==> config.mk <==
export PLATFORM = sky130hd
export DESIGN_NAME = pulse_sequencer_nch
export DESIGN_NICKNAME = d
export VERILOG_FILES = /design/src/rtl/pulse_sequencer_nch.sv
export SDC_FILE = /design/constraint.sdc
export NUM_CORES = 2
export LEC_CHECK = 0
export CAP_MARGIN = 20
export CORE_ASPECT_RATIO = 1.4
export CORE_UTILIZATION = 60
export CTS_CLUSTER_SIZE = 30
export DETAILED_ROUTE_END_ITERATION = 7
export PLACE_DENSITY = 0.82
export SYNTH_ARGS = -nofsm -noshare
export SYNTH_HDL_FRONTEND = slang
export SYNTH_SLANG_ARGS = --single-unit
==> constraint.sdc <==
create_clock -name clk_in -period 22.3 [get_ports clk_in]
set_clock_uncertainty 0.1 [all_clocks]
set_input_delay 4.46 -clock clk_in [delete_from_list [all_inputs] [get_ports clk_in]]
set_output_delay 4.46 -clock clk_in [all_outputs]
set_load 0.005 [all_outputs]
==> src/rtl/pulse_sequencer_nch.sv <==
// Multi-channel pulse sequencer: one period counter, NCH delay/width windows,
// free-run / one-shot / sync-retrigger modes with period-boundary config updates.
module pulse_sequencer_nch #(
  parameter int unsigned NCH = 4,
  parameter int unsigned CW  = 32,
  parameter int unsigned PCW = 16
) (
  input  logic              clk_in,
  input  logic              reset,
  input  logic              enable,
  input  logic [1:0]        mode,
  input  logic              trigger,
  input  logic              load,
  input  logic [CW-1:0]     period_div,
  input  logic [NCH*CW-1:0] delay_div,
  input  logic [NCH*CW-1:0] pw_div,
  output logic [NCH-1:0]    pulse_out,
  output logic              period_start,
  output logic              busy,
  output logic [PCW-1:0]    period_count
);

  typedef enum logic [1:0] {StIdle, StArmed, StRun} state_e;

  state_e            state_q, state_d;
  logic [CW-1:0]     cnt_q, cnt_d;
  logic [CW-1:0]     sh_per_q, sh_per_d, act_per_q, act_per_d;
  logic [NCH*CW-1:0] sh_dly_q, sh_dly_d, sh_pw_q, sh_pw_d;
  logic [NCH*CW-1:0] act_dly_q, act_dly_d, act_pw_q, act_pw_d;
  logic              trig_prev_q, trig_prev_d;
  logic [PCW-1:0]    pcnt_q, pcnt_d;
  logic [NCH-1:0]    pulse_q, pulse_d;
  logic              start_q, start_d, busy_q, busy_d;

  logic trig_edge, free_mode, sync_mode, wrap, retrig, boundary;

  assign trig_edge = trigger & ~trig_prev_q;
  assign free_mode = (mode == 2'b00) || (mode == 2'b11);
  assign sync_mode = (mode == 2'b10);
  assign wrap      = (state_q == StRun) &&
                     (({1'b0, cnt_q} + {{CW{1'b0}}, 1'b1}) >= {1'b0, act_per_q});
  assign retrig    = (state_q == StRun) && sync_mode && trig_edge;
  assign boundary  = wrap || retrig;

  always_ff @(posedge clk_in) begin
    if (reset) begin
      state_q     <= StIdle;
      cnt_q       <= '0;
      sh_per_q    <= '0;
      sh_dly_q    <= '0;
      sh_pw_q     <= '0;
      act_per_q   <= '0;
      act_dly_q   <= '0;
      act_pw_q    <= '0;
      trig_prev_q <= 1'b0;
      pcnt_q      <= '0;
      pulse_q     <= '0;
      start_q     <= 1'b0;
      busy_q      <= 1'b0;
    end else begin
      state_q     <= state_d;
      cnt_q       <= cnt_d;
      sh_per_q    <= sh_per_d;
      sh_dly_q    <= sh_dly_d;
      sh_pw_q     <= sh_pw_d;
      act_per_q   <= act_per_d;
      act_dly_q   <= act_dly_d;
      act_pw_q    <= act_pw_d;
      trig_prev_q <= trig_prev_d;
      pcnt_q      <= pcnt_d;
      pulse_q     <= pulse_d;
      start_q     <= start_d;
      busy_q      <= busy_d;
    end
  end

  always_comb begin
    trig_prev_d = trigger;
    sh_per_d    = sh_per_q;
    sh_dly_d    = sh_dly_q;
    sh_pw_d     = sh_pw_q;
    if (load) begin
      sh_per_d = period_div;
      sh_dly_d = delay_div;
      sh_pw_d  = pw_div;
    end
    // Active config follows the old shadow, so a load on a wrap lands one period later.
    act_per_d = act_per_q;
    act_dly_d = act_dly_q;
    act_pw_d  = act_pw_q;
    if ((state_q != StRun) || boundary) begin
      act_per_d = sh_per_q;
      act_dly_d = sh_dly_q;
      act_pw_d  = sh_pw_q;
    end

    state_d = state_q;
    cnt_d   = cnt_q;
    pcnt_d  = pcnt_q;
    case (state_q)
      StIdle: begin
        if (enable) begin
          if (!free_mode) begin
            state_d = StArmed;
          end else if (act_per_d != '0) begin
            state_d = StRun;
            cnt_d   = '0;
          end
        end
      end
      StArmed: begin
        if (!enable || free_mode) begin
          state_d = StIdle;
        end else if (trig_edge && (act_per_d != '0)) begin
          state_d = StRun;
          cnt_d   = '0;
        end
      end
      StRun: begin
        if (boundary) begin
          cnt_d  = '0;
          pcnt_d = pcnt_q + PCW'(1);
          if (free_mode) begin
            if (!enable || (act_per_d == '0)) state_d = StIdle;
          end else if (!retrig || (act_per_d == '0)) begin
            state_d = enable ? StArmed : StIdle;
          end
        end else begin
          cnt_d = cnt_q + CW'(1);
        end
      end
      default: state_d = StIdle;
    endcase
  end

  always_comb begin
    busy_d  = (state_d == StRun);
    start_d = busy_d && (cnt_d == '0);
  end

  // Window end is formed at CW+1 bits so delay+width never wraps.
  for (genvar i = 0; i < NCH; i++) begin : g_ch
    logic [CW-1:0] dly, pw;
    logic [CW:0]   win_end;
    assign dly        = act_dly_d[i*CW +: CW];
    assign pw         = act_pw_d[i*CW +: CW];
    assign win_end    = {1'b0, dly} + {1'b0, pw};
    assign pulse_d[i] = busy_d && (cnt_d >= dly) && ({1'b0, cnt_d} < win_end);
  end

  assign pulse_out    = pulse_q;
  assign period_start = start_q;
  assign busy         = busy_q;
  assign period_count = pcnt_q;

endmodule

==> flow_metrics.tcl <==
set metrics [dict create \
    criticalPathCategory "in -> reg" \
    final_cell_mix "633 x dfxtp_1, 560 x nand2_1, 543 x nor2_1" \
    end_kind "register" \
    power_frac_seq_pct 42.3 \
    h-tree-depth 2 \
    worstMarginPinSlew_ns 1.08 \
    yosys_warnings 0 \
    core_mm2 0.0598 \
    clkLatencyLatePin_ns 0.64 \
    totalWireLength_um 98600 \
    firstDrtPassIters 6 \
    slew_headroom_pct 27.5 \
    synthArstFlopShare_pct 0 \
    clk_pin_slew_worst_paths_ns 0.07 \
    cts_num_sinks 633 \
    synth_enable_flop_cells 0 \
    start_kind "input pin" \
    arrival_ns 13.20 \
    syn_nets 4971 \
    final_common_cell "dfxtp_1" \
    finalCriticalPeriod_ns 12.77 \
    netlist_instances 4257 \
    hold_buffers 0 \
    r2r_start "cnt_q[0]$_SDFF_PP0_" \
    post_cts_resized 0 \
    worst_slack_ns 9.53 \
    synth.distinct_cells 84 \
    endpoint "pulse_out[3]$_SDFF_PP0_" \
    viasPerCell 5.72 \
    gp_congestion 0.940 \
    synth_area_per_cell_um2 8.56 \
    vias 30600 \
    post_drt_wl_per_cell_um 18.4 \
    grt-ovfl-total 0 \
    crit_top_cell "nand2_1" \
    io_buffers 316 \
    synth_area_leader_cell "dfxtp_1" \
    die_w_um 210 \
    critical_path.startpoint "mode[0]" \
    postRouteAntennaNets 0 \
    fin_tns_setup_ns 0 \
    r2r_cells 37 \
    cp.required_ns 22.74 \
    peakVddDrop_mv 0.0581 \
    io_pins 317 \
    rows 106 \
    post_cts_buffers 0 \
    root_buffer "clkbuf_16" \
    die_h_um 294 \
    start_util_pct 60.9 \
    power.internal_mw 2.08 \
    drv_slew 0 \
    grt_pass1_wl_um 157000 \
    r2r_end "pulse_out[3]$_SDFF_PP0_" \
    drc_errors 0 \
    track_usage_pct 31.7 \
    ys.flop_type "dfxtp_1" \
    hpwl_um 72400 \
    fmax_ghz 0.0783 \
    cts_tree "built" \
    cap_violations 0 \
    yosys.area.top_type_share_pct 34.8 \
    synth_seq_cells 633 \
    numCtsBuffers 59 \
    syn_area_mm2 0.0364 \
    ys_seq_area_share_pct 34.8 \
    grt_max_degree 229 \
    run_status "finished, final reports clean" \
    nets 5213 \
    min_from "act_per_q[14]$_SDFF_PP0_" \
    power_density_mw_per_mm2 68.2 \
    setup_viol 0 \
    drtIter0Drc 2254 \
    power.leakage_nw 20.3 \
    swShare_pct 28.1 \
    pwr-share-comb_pct 20.0 \
    drive_gt1_share_pct 3.85 \
    die-area_mm2 0.0617 \
    p_clk_share_pct 37.7 \
    grt_pass1_vias 29900 \
    rsz0062_at_grt "false" \
    synth_top_cells_by_area "dfxtp_1 35%, ha_1 14%, mux2i_1 11%" \
    r2r_setup_slack_ns 11.13 \
    path_max_fanout 152 \
    area.growth.synth_to_final_pct 16.2 \
    hold_violations 0 \
    antenna_found_initial 2 \
    power.switching_mw 0.811 \
    crit_path_top_delay_cell "buf_4" \
    fin_crit_sh_pct 57.3 \
    hold_path_class "reg -> reg" \
    dp_slack_ns 9.06 \
    clk_path_buf_depth 3 \
    cpPeakStageDelay_ns 0.69 \
]
[worst max-delay path, delay by kind of cell]
family	cells	cell delay, ns
simple gates	10	2.01
buf+inv	5	2.37
xor+xnor	1	0.13
compound gates	13	3.05
fa+ha+maj	4	0.90
[metrics by stage]
stage          hold slack (ns)  power [mW]  utilization, %  std cells  area (um2)
5_1_grt                  0.372        3.01            70.8       5354       42400
2_1_floorplan            0.332        1.64               -       4257       36400
6_report                 0.359        2.89            70.8       5354       42400
3_3_place_gp             0.339        1.80            67.3       5247       40200
3_5_place_dp             0.346        1.81            67.3       5247       40200
4_1_cts                  0.356        2.90            70.8       5352       42300
[worst min-delay path by stage]
stage / depth (start not counted) / slack (ns) / to
detailed placement: 2 / 0.35 / act_per_q[18]$_SDFF_PP0_
floorplan: 2 / 0.33 / act_per_q[10]$_SDFF_PP0_
CTS: 2 / 0.36 / act_per_q[14]$_SDFF_PP0_
global route: 2 / 0.37 / act_per_q[27]$_SDFF_PP0_
global placement: 2 / 0.34 / act_per_q[20]$_SDFF_PP0_
finish: 2 / 0.36 / act_per_q[14]$_SDFF_PP0_
[metal layers]
metal,track usage (%),share of wire [%],vias to the layer above
li1,-,-,15200
met1,39.5,43,14400
met2,54.8,48,802
met3,4.16,5.1,211
met4,13.3,4.1,2
met5,0,0.010,-
[layout make-up]
type	instances	area, um2
Antenna cell	1	2.50
Clock buffer	77	1650
Clock inverter	28	430
Fill cell	4764	17500
Inverter	200	751
Multi-Input combinational cell	3252	22300
Sequential cell	633	12700
Tap cell	810	1010
Timing Repair Buffer	353	3510
[state kept, by name, indices dropped and copies added (netlist names)]
| name | flops |
|---|---|
| sh_dly_q | 128 |
| act_per_q | 32 |
| trig_prev_q | 1 |
| period_count | 16 |
| busy | 1 |
| period_start | 1 |
| sh_per_q | 32 |
| pulse_out | 4 |
| act_pw_q | 128 |
| cnt_q | 32 |
| sh_pw_q | 128 |
| act_dly_q | 128 |
| state_q | 2 |
[Yosys cell counts, drive strengths merged (82+ instances only)]
cell type / instances
a21o: 110
nand2: 560
ha: 415
o21ai: 148
nor2: 543
dfxtp: 633
mux2i: 416
nor2b: 190
xor2: 82
clkbuf: 101
a21oi: 203
inv: 200
[logic make-up after synthesis]
kind of cell | count (synthesis) | synth area share (%)
simple gates | 1614 | 20.2
compound gates | 659 | 11.6
flops | 633 | 34.8
fa+ha+maj | 419 | 14.5
mux | 416 | 11.4
buf+inv | 372 | 4.08
xor+xnor | 144 | 3.46
[power groups by stage]
stage | Combinational (mW) | Clock (mW) | Sequential [mW]
after floorplan | 0.406 | 0 | 1.23
after global placement | 0.559 | 0 | 1.24
after detailed placement | 0.569 | 0 | 1.24
after CTS | 0.574 | 1.10 | 1.22
after global routing | 0.640 | 1.14 | 1.23
final | 0.578 | 1.09 | 1.22
Power figures use the tool's default switching activity.
